## src/rtl/busca_operandos.sv

```systemverilog
// busca_operandos -- operand-fetch unit between decode and execute.
//
// Drives the register bank's two registered read ports and owns its write
// port. Because the bank returns data one cycle after the address and
// returns the old value on a same-edge write, the unit keeps a stage-A
// record of which writebacks the bank read could not have seen. Operands
// leave through a held output register (stage B) that keeps snooping
// writebacks while the consumer stalls.
//
// Ports:
//   clk, reset            clock (rising edge), synchronous active-high reset
//   in_valid/in_ready     request handshake; rs1, rs2 sources, rd destination
//   wb_valid/wb_reg/wb_dado  writeback strobe, index and data
//   entrada1/entrada2     bank read addresses; saida1/saida2 bank read data
//   entrada3/sinal/dado   bank write address, enable and data
//   out_valid/out_ready   operand handshake; op1, op2, out_rd results
module busca_operandos #(
  parameter int LARGURA   = 16,
  parameter int NBITS_REG = 4
) (
  input  logic                 clk,
  input  logic                 reset,
  input  logic                 in_valid,
  output logic                 in_ready,
  input  logic [NBITS_REG-1:0] rs1,
  input  logic [NBITS_REG-1:0] rs2,
  input  logic [NBITS_REG-1:0] rd,
  input  logic                 wb_valid,
  input  logic [NBITS_REG-1:0] wb_reg,
  input  logic [LARGURA-1:0]   wb_dado,
  output logic [NBITS_REG-1:0] entrada1,
  output logic [NBITS_REG-1:0] entrada2,
  output logic [NBITS_REG-1:0] entrada3,
  output logic                 sinal,
  output logic [LARGURA-1:0]   dado,
  input  logic [LARGURA-1:0]   saida1,
  input  logic [LARGURA-1:0]   saida2,
  output logic                 out_valid,
  input  logic                 out_ready,
  output logic [LARGURA-1:0]   op1,
  output logic [LARGURA-1:0]   op2,
  output logic [NBITS_REG-1:0] out_rd
);

  // Stage A (bank-read cycle) state
  logic                 vld_p0;
  logic [NBITS_REG-1:0] rs1_p0, rs2_p0, rd_p0;
  logic                 b1_p0, b2_p0;
  logic [LARGURA-1:0]   bd1_p0, bd2_p0;

  // Stage B indices kept for snooping while the output is held
  logic [NBITS_REG-1:0] out_rs1_p1, out_rs2_p1;

  logic                 accept;
  logic                 a_take;
  logic                 a_hold;
  logic                 b_held;
  logic [LARGURA-1:0]   fwd1, fwd2;

  function automatic logic [LARGURA-1:0] sel_operand(
    input logic                 wbv,
    input logic [NBITS_REG-1:0] wbr,
    input logic [LARGURA-1:0]   wbd,
    input logic [NBITS_REG-1:0] idx,
    input logic                 byp,
    input logic [LARGURA-1:0]   bypd,
    input logic [LARGURA-1:0]   bank
  );
    if (wbv && (wbr == idx)) return wbd;
    else if (byp)            return bypd;
    else                     return bank;
  endfunction

  assign entrada3 = wb_reg;
  assign dado     = wb_dado;
  assign sinal    = wb_valid && !reset;

  assign in_ready = !reset && (!vld_p0 || !out_valid || out_ready);
  assign accept   = in_valid && in_ready;
  assign a_take   = vld_p0 && (!out_valid || out_ready);
  assign a_hold   = vld_p0 && !a_take;
  assign b_held   = out_valid && !out_ready;

  // While stage A is stuck it re-reads its own indices every cycle, so the
  // bank data stays current; otherwise the incoming request is addressed.
  assign entrada1 = a_hold ? rs1_p0 : rs1;
  assign entrada2 = a_hold ? rs2_p0 : rs2;

  assign fwd1 = sel_operand(wb_valid, wb_reg, wb_dado, rs1_p0, b1_p0, bd1_p0, saida1);
  assign fwd2 = sel_operand(wb_valid, wb_reg, wb_dado, rs2_p0, b2_p0, bd2_p0, saida2);

  // ---- Stage A: capture request and the writes the bank read will miss ----
  always_ff @(posedge clk) begin
    if (reset) begin
      vld_p0 <= 1'b0;
      b1_p0  <= 1'b0;
      b2_p0  <= 1'b0;
    end else if (accept) begin
      vld_p0 <= 1'b1;
      b1_p0  <= wb_valid && (wb_reg == rs1);
      b2_p0  <= wb_valid && (wb_reg == rs2);
    end else if (a_take) begin
      vld_p0 <= 1'b0;
    end else if (a_hold) begin
      // The re-read at this edge also returns the pre-write value.
      b1_p0  <= wb_valid && (wb_reg == rs1_p0);
      b2_p0  <= wb_valid && (wb_reg == rs2_p0);
    end
  end

  always_ff @(posedge clk) begin
    if (accept) begin
      rs1_p0 <= rs1;
      rs2_p0 <= rs2;
      rd_p0  <= rd;
      bd1_p0 <= wb_dado;
      bd2_p0 <= wb_dado;
    end else if (a_hold) begin
      bd1_p0 <= wb_dado;
      bd2_p0 <= wb_dado;
    end
  end

  // ---- Stage B: held output registers with writeback snooping ----
  always_ff @(posedge clk) begin
    if (reset) begin
      out_valid <= 1'b0;
      op1       <= '0;
      op2       <= '0;
      out_rd    <= '0;
    end else if (a_take) begin
      out_valid <= 1'b1;
      op1       <= fwd1;
      op2       <= fwd2;
      out_rd    <= rd_p0;
    end else if (out_valid && out_ready) begin
      out_valid <= 1'b0;
    end else if (b_held && wb_valid) begin
      if (wb_reg == out_rs1_p1) op1 <= wb_dado;
      if (wb_reg == out_rs2_p1) op2 <= wb_dado;
    end
  end

  always_ff @(posedge clk) begin
    if (a_take) begin
      out_rs1_p1 <= rs1_p0;
      out_rs2_p1 <= rs2_p0;
    end
  end

endmodule

```

## config.mk

```make
export PLATFORM = sky130hd
export DESIGN_NAME = busca_operandos
export DESIGN_NICKNAME = d
export VERILOG_FILES = /design/src/rtl/busca_operandos.sv
export SDC_FILE = /design/constraint.sdc
export NUM_CORES = 1
export LEC_CHECK = 0
export ABC_AREA = 1
export BUFFER_PORTS_ARGS = -buffer_cell sky130_fd_sc_hd__buf_4
export CORE_UTILIZATION = 55
export CTS_BUF_LIST = sky130_fd_sc_hd__clkbuf_2 sky130_fd_sc_hd__clkbuf_4 sky130_fd_sc_hd__clkbuf_8
export CTS_CLUSTER_DIAMETER = 40
export DETAILED_ROUTE_END_ITERATION = 12
export GPL_TIMING_DRIVEN = 0
export PLACE_DENSITY_LB_ADDON = 0.15
export SETUP_SLACK_MARGIN = 0.05
export SYNTH_ARGS = -nofsm -noshare
export SYNTH_HDL_FRONTEND = slang
export SYNTH_SLANG_ARGS = --single-unit
```

## constraint.sdc

```tcl
create_clock -name clk -period 4.8 [get_ports clk]
set_input_delay 0.72 -clock clk [delete_from_list [all_inputs] [get_ports clk]]
set_output_delay 0.72 -clock clk [all_outputs]
set_load 0.02 [all_outputs]
```

# Yosys cells after proc, flatten, opt, wreduce, memory -nomap -nowiden
# Cells that the tools add are included.
[op_classes] n_addsub=0 mul=0 div_mod_pow=0 order_cmp=0 eq_ne=8 shifts=0 muxes=26 n_bitwise=0 reduce_logical=29
[op_table] operator="16-bit 2-to-1 mux" count=14
[op_table] operator="4-bit equality test" count=6
[op_table] operator="1-bit logical AND" count=12
[op_table] operator="2-bit nonzero test" count=6
[op_table] operator="1-bit 2-to-1 mux" count=10
[op_table] operator="4-bit 2-to-1 mux" count=2
[op_table] operator="3-bit AND reduction" count=2
[op_table] operator="1-bit zero test" count=5
[op_table] operator="2-bit != test (second input constant)" count=2
[op_table] operator="1-bit logical OR" count=3
[op_table] operator="2-bit AND reduction" count=1
[totals] reg_bits=76 latchBits=0 mem_bits_rw=0 romBits=0 in_bits=69 out_inout_bits=67 elab_cells=76 mem_count=0

# Depth between registers and ports, before layout
# Gate-level depths: netlist of run 1.
[depth] ltp_word=8 depth_mapped=11 ltp_nobuf=10

# Worst setup path after synthesis of run 1
# OpenSTA, ideal clock, no wires.
[synth_timing] kind="input to register" startpoint="input port reset" endpoint="register bd2_p0[0], enable pin" setup_time_ps=364 t_arrival_ps=2129 required_ps=4436 path_slack_ps=2307 stages=4 n_path_buf=1 cell_sequence="clkbuf_1 > nor3_2 > nor2_1 > inv_1"
[synth_via] elab_chain_cells=4
[synth_rtl] element="from (decl)" line_no="22" source="input logic reset,"
[synth_rtl] element="1-bit zero test" line_no="78" source="assign in_ready = !reset && (!vld_p0 || !out_valid || out_ready);"
[synth_rtl] element="1-bit logical AND" line_no="78"
[synth_rtl] element="1-bit logical AND" line_no="79" source="assign accept = in_valid && in_ready;"
[synth_rtl] element="named net accept" line_no="54" source="logic accept;"
[synth_rtl] element="2-bit nonzero test (no source line)"
[synth_rtl] element="to (signal assigned)" line_no="117" source="bd2_p0 <= wb_dado;"
[synth_rtl] element="to (signal assigned)" line_no="120" source="bd2_p0 <= wb_dado;"
[synth_rtl] element="to (decl)" line_no="49" source="logic [LARGURA-1:0] bd1_p0, bd2_p0;"
# The timed path passes the listed nets, and every way through them passes these cells.
# A chain may end at the register's enable or synchronous reset.

# Final worst setup path of run 1
[layout_timing] startpoint="input port reset" endpoint="register bd2_p0[4], enable pin"
# Same word-level chain as after synthesis.

==> results.yml, run 1 <==
die:
  coreArea_um2: 7330
  io_pins: 136
  rows: 31
  die_y_um: 89.5
  initial_utilization: 0.574
  dieWidth_um: 89.5
  die_area_um2: 8010
sta:
  final-max-slew-violation-count: 0
  finalSetupViolCount: 0
  layout_min_cycle_time_ns: 2.77
  period_share: 0.577
  holdWs_ns: 0.478
  hold_violations: 0
  worstMarginPinSlew_ns: 1.13
  fin_tns_setup_ns: 0
  rsz0062_at_grt: "false"
  slew_headroom: 0.245
  skew_ns: 0.00963
  max_freq_mhz: 361
cts:
  cts.clk_slew.worst_paths_ns: 0.09
  cts_setup_buffers: 0
  insertion_delay_ns: 0.36
  cts_root_buf: "clkbuf_8"
  clock_path_buffers: 2
  cts_buffers: 9
  tritoncts: "done"
  post_cts_resized: 0
  cts.htree.levels: 3
  cts_hold_buf: 0
  cts.sinks: 76
yosys:
  synth.area.top_cells: "edfxtp_1 (26%), dfxtp_1 (19%), nand2_1 (11%)"
  synth_cell_types: 30
  synth.avg_cell_area_um2: 7.96
  yosys_register_bits: 76
  yosysTopAreaCell: "edfxtp_1"
  synth_area_um2: 4210
  synth_nets: 598
  yosysTopAreaCellShare: 0.257
  synth_cells: 529
  seq_area_frac_synth: 0.447
  yosys_warnings: 0
hold_path:
  hold_end: "op1[11]"
  hp-class: "reg2reg"
  holdCritStartpoint: "op1[11]"
  whs_path_depth: 2
grt:
  track_usage: 0.293
  grt_pass1_wl_mm: 17.3
  gr-total-overflow: 0
  grt_max_degree: 18
  grt_pass1_vias: 3555
  antenna_found_initial: 0
critical_path:
  max_stage_delay_ns: 0.97
  rrSetupSlack_ns: 2.21
  start_kind: "input pin"
  critPathTopFamily: "simple AND/OR/NAND/NOR gates"
  crit_type: "in2reg"
  r2r-start: "vld_p0"
  critical_path.slowest_cell: "nor3_2"
  worst-r2r-cell-count: 5
  crit_buf_inv: 2
  worst-endpoint-required_ns: 4.79
  critical_path.max_fanout: 16
  cp.arrival_ns: 2.76
  crit_chain: "clkbuf_1, nor3_2, nor2_1, inv_1"
  critPathCaptureType: "register"
  r2r_end: "bd2_p0[4]"
detailed_routing:
  wl_met2_mm: 5.42
  vias: 4083
  detail_route.wl_per_cell_um: 14.8
  drc: 0
  highest_layer: "met4"
  drtIter0Drc: 340
  final_antenna_net_count: 0
  vias_per_cell: 5.26
  wl_met1_mm: 4.73
  wl_mm: 11.5
  dr.pass1.iters: 5
  met3_length_mm: 1.05
cells_and_area:
  nNetsFinal: 741
  fillers: 556
  instances_no_fill: 776
  antenna_cells: 0
  area_growth_pct: 31.8
  reg_top3: "bd2_p0: 16 flops, op1: 16 flops, op2: 16 flops"
  drive_above_1_share: 0.323
  final_cell_area_um2: 5550
run:
  cap_violations: 0
pwr:
  power_per_cell_area_nw_per_um2: 285
  combPwrFrac: 0.189
  finalPower_mw: 1.58
  power.leakage_nw: 2.59
  seq_power_share: 0.460
  vdd_drop_max_mv: 0.200
  switching_share: 0.280
  net-switching-power_uw: 443
  p_clk_frac: 0.350
  cellInternalPower_mw: 1.14
place:
  dp_hpwl_mm: 8.35
  place.gp.congestion: 0.886
  place_area_um2: 5320
  numPlacedInstances: 760
  port_buffers: 132
outcome:
  outcome: "complete, no violations"
==> power by group through the flow <==
stage	Clock [mW]	Sequential, mW	Combinational [mW]
after floorplan	0	0.761	0.146
after global placement	0	0.742	0.291
after detailed placement	0	0.743	0.297
after CTS	0.552	0.728	0.299
after global routing	0.575	0.731	0.324
final	0.554	0.728	0.300
==> cells in the final DEF, fill, tap and decap left out, types with 9 or more instances in the layout <==
cell type / netlist / final
buf_4: 22 / 154
nand2_1: 126 / 126
nor2_1: 61 / 61
inv_1: 56 / 56
nand3_1: 52 / 52
dfxtp_1: 40 / 40
edfxtp_1: 36 / 36
o21ai_0: 28 / 28
mux2i_1: 16 / 16
a21oi_1: 13 / 13
o21ai_1: 9 / 9
clkbuf_8: 0 / 9
==> worst max-delay path by stage <==
stage               cells past startpoint  start  slack (ns)         end
floorplan                               4  reset        2.31   bd2_p0[0]
global placement                        4  reset        1.68   bd2_p0[7]
detailed placement                      4  reset        1.62  bd2_p0[11]
CTS                                     4  reset        2.02  bd2_p0[14]
global route                            4  reset        1.84  bd2_p0[14]
finish                                  4  reset        2.03   bd2_p0[4]
==> tightest hold or removal path, delay by kind of cell (launching register included) <==
| family | cells | cell delay (ns) |
|---|---|---|
| compound gates | 1 | 0.06 |
| simple gates | 1 | 0.06 |
| flops | 1 | 0.32 |
==> logic make-up after synthesis <==
kind of cell,Yosys count,synth area share
AO/OA/AOI/OAI,59,0.0776
flip-flops,76,0.447
XOR/XNOR,6,0.0125
multiplexers,16,0.0380
AND/OR/NAND/NOR,267,0.294
buffers and inverters,105,0.131
==> layer usage <==
layer | up-vias | global-route usage
met1 | 1867 | 0.400
li1 | 1967 | -
met2 | 228 | 0.452
met3 | 21 | 0.0545
met4 | 0 | 0.140
met5 | - | 0
==> cells in the mapped netlist <==
library cell / instances
clkinv_1: 1
nor3_2: 1
nand3_1: 52
dfxtp_1: 40
nand2_1: 126
nand4_1: 4
o211ai_1: 2
nand2_4: 3
edfxtp_1: 36
inv_1: 56
o21ai_1: 9
nand2_2: 3
buf_4: 22
nor2_4: 4
nor2_1: 61
mux2i_1: 16
xnor2_1: 6
a21oi_1: 13
nand3_4: 3
buf_1: 1
a21oi_2: 7
buf_12: 2
buf_8: 1
nor2_2: 3
nand3_2: 7
inv_2: 5
clkbuf_1: 7
o21ai_0: 28
buf_2: 7
buf_6: 3
==> area by class of cell <==
cell class / instances / area, um^2 / area share
plain buffers: 43 / 319 / 0.0575
multi-input cells: 348 / 1780 / 0.320
clock inverters: 7 / 100 / 0.0180
flip-flops and latches: 76 / 1880 / 0.339
well taps: 99 / 124 / 0.0223
repair buffers: 132 / 991 / 0.179
clock buffers: 9 / 124 / 0.0223
inverters: 62 / 233 / 0.0419
==> through the flow <==
stage                util  setup WS (ns)
finish              0.757           2.03
global route        0.757           1.84
CTS                 0.757           2.02
detailed placement  0.726           1.62
global placement    0.726           1.68
floorplan               -           2.31
(Power assumes the default switching activity.)
==> run 2, diff against run 1 <==
--- a/config.mk
+++ b/config.mk
@@ -5,9 +5,9 @@
 export SDC_FILE = /design/constraint.sdc
 export NUM_CORES = 1
 export LEC_CHECK = 0
-export ABC_AREA = 1
+export ABC_AREA = 0
 export BUFFER_PORTS_ARGS = -buffer_cell sky130_fd_sc_hd__buf_4
-export CORE_UTILIZATION = 55
+export CORE_UTILIZATION = 51
 export CTS_BUF_LIST = sky130_fd_sc_hd__clkbuf_2 sky130_fd_sc_hd__clkbuf_4 sky130_fd_sc_hd__clkbuf_8
 export CTS_CLUSTER_DIAMETER = 40
 export DETAILED_ROUTE_END_ITERATION = 12
==> constraint.sdc (replaced) <==
create_clock -name clk -period 2.8 [get_ports clk]
set_input_delay 0.42 -clock clk [delete_from_list [all_inputs] [get_ports clk]]
set_output_delay 0.42 -clock clk [all_outputs]
set_load 0.02 [all_outputs]
==> results.yml, run 2 <==
outcome:
  outcome: "complete, no violations"
yosys:
  synth_area_um2: 3670
  ys_async_sr_fraction: 0
  yosysTopAreaCell: "edfxtp_1"
  synth_nets: 416
  synth.area.top_cells: "edfxtp_1 (29%), dfxtp_1 (22%), mux2_2 (9.5%)"
  yosysTopAreaCellShare: 0.295
  synth_cells: 347
  synth.avg_cell_area_um2: 10.6
  seq_area_frac_synth: 0.513
  synth.top_cells.by_count: "dfxtp_1 (40), a21oi_1 (37), edfxtp_1 (36), nand2_1 (36)"
  yosys_warnings: 0
  synth-main-ff-cell: "dfxtp_1"
  yosys_register_bits: 76
  synth_cell_types: 31
  synth_most_common_cell: "dfxtp_1"
  synth-edff-count: 36
sta:
  slew_headroom: 0.244
  worstMarginPinSlew_ns: 1.13
  skew_ns: 0.0109
  finalSetupViolCount: 0
  max_freq_mhz: 437
  period_share: 0.817
  hold_violations: 0
  final-max-slew-violation-count: 0
  fin_tns_setup_ns: 0
  rsz0062_at_grt: "false"
  layout_min_cycle_time_ns: 2.29
cells_and_area:
  mostFrequentLayoutCells: "buf_4 (151), dfxtp_1 (40), a21oi_1 (37)"
  final_common_cell: "buf_4"
  final_core_utilization: 0.730
  reg_top3: "bd2_p0: 16 flops, op1: 16 flops, op2: 16 flops"
  nNetsFinal: 557
  drive_above_1_share: 0.436
  antenna_cells: 0
  area_growth_pct: 36.5
  instances_no_fill: 589
  final_cell_area_um2: 5010
critical_path:
  worst-endpoint-required_ns: 2.38
  critPathCaptureType: "output pin"
  start_kind: "register"
  cp.arrival_ns: 1.87
  critical_path.max_fanout: 10
  crit_type: "reg2out"
die:
  die_y_um: 86.8
  io_pins: 136
  coreArea_um2: 6870
  initial_utilization: 0.534
  dieWidth_um: 86.8
  die_area_um2: 7540
  rows: 30
place:
  place_area_um2: 4770
  port_buffers: 130
  numPlacedInstances: 573
  dp_hpwl_mm: 6.94
  place.gp.congestion: 0.801
grt:
  antenna_found_initial: 0
  grt_pass1_vias: 2940
  gr-total-overflow: 0
  track_usage: 0.261
  grt_max_degree: 17
  grt_pass1_wl_mm: 14.7
hold_path:
  hp-class: "in2reg"
cts:
  cts.clk_slew.worst_paths_ns: 0.08
  clock_path_buffers: 2
  cts_setup_buffers: 0
  post_cts_resized: 0
  cts.sinks: 76
  cts_hold_buf: 0
  tritoncts: "done"
  cts_root_buf: "clkbuf_8"
  insertion_delay_ns: 0.34
  cts.htree.levels: 3
  cts_buffers: 9
detailed_routing:
  drtIter0Drc: 240
  detail_route.wl_per_cell_um: 16.6
  final_antenna_net_count: 0
  vias: 3141
  wl_mm: 9.78
  dr.pass1.iters: 5
  drc: 0
  vias_per_cell: 5.33
pwr:
  vdd_drop_max_mv: 0.314
  finalPower_mw: 2.71
  power_per_cell_area_nw_per_um2: 541
  power.leakage_nw: 2.06
run:
  cap_violations: 0
[run 2: final timing paths]
kind,start,endpoint,slack [ns],depth (start not counted)
worst max-delay path,out_valid,entrada1[3],0.51,6
worst max register to register,out_valid,op1[10],0.63,6
worst min register to register,out_rd[1],out_rd[1],0.46,2
worst min-delay path,rd[3],rd_p0[3],0.25,1
[run 2: critical path, cell delays in order (launching register included)]
cell      delay, ns
dfxtp_1        0.36
nor2b_1        0.26
and2_1         0.23
clkbuf_1       0.34
nand2_1        0.13
nand2_1        0.08
buf_4          0.13
[run 2: cell type report]
| cell class | count | area (um^2) |
|---|---|---|
| Sequential cell | 76 | 1880 |
| Buffer | 44 | 264 |
| Clock inverter | 5 | 100 |
| Clock buffer | 11 | 145 |
| Multi-Input combinational cell | 226 | 1520 |
| Timing Repair Buffer | 130 | 976 |
| Fill cell | 529 | 1860 |
| Tap cell | 96 | 120 |
| Inverter | 1 | 3.75 |
[run 2: cell families after synthesis]
logic type | Yosys count | share of synthesized area
XOR/XNOR | 24 | 0.0573
flip-flops | 76 | 0.513
AO/OA/AOI/OAI | 107 | 0.173
buffers and inverters | 45 | 0.0730
multiplexers | 32 | 0.0979
AND/OR/NAND/NOR | 63 | 0.0866
[run 2: metrics by stage]
step	setup slack, ns	hold slack (ns)
finish	0.513	0.246
global route	0.237	0.233
CTS	0.506	0.236
detailed placement	0.464	0.455
global placement	0.460	0.449
floorplan	0.996	0.471
[run 2: metal layers]
layer,global-route usage,up-vias,routed length (um)
li1,-,1522,-
met1,0.327,1454,4030
met2,0.458,150,4940
met3,0.0352,15,643
met4,0.100,0,173
met5,0,-,0
[run 2: power by group]
| part | internal, mW | leakage [nW] | switching [mW] | total, mW |
|---|---|---|---|---|
| logic | 0.215 | 1.27 | 0.231 | 0.446 |
| registers | 1.22 | 0.665 | 0.0278 | 1.25 |
| clock network | 0.624 | 0.127 | 0.394 | 1.02 |
| total | 2.06 | 2.06 | 0.653 | 2.71 |
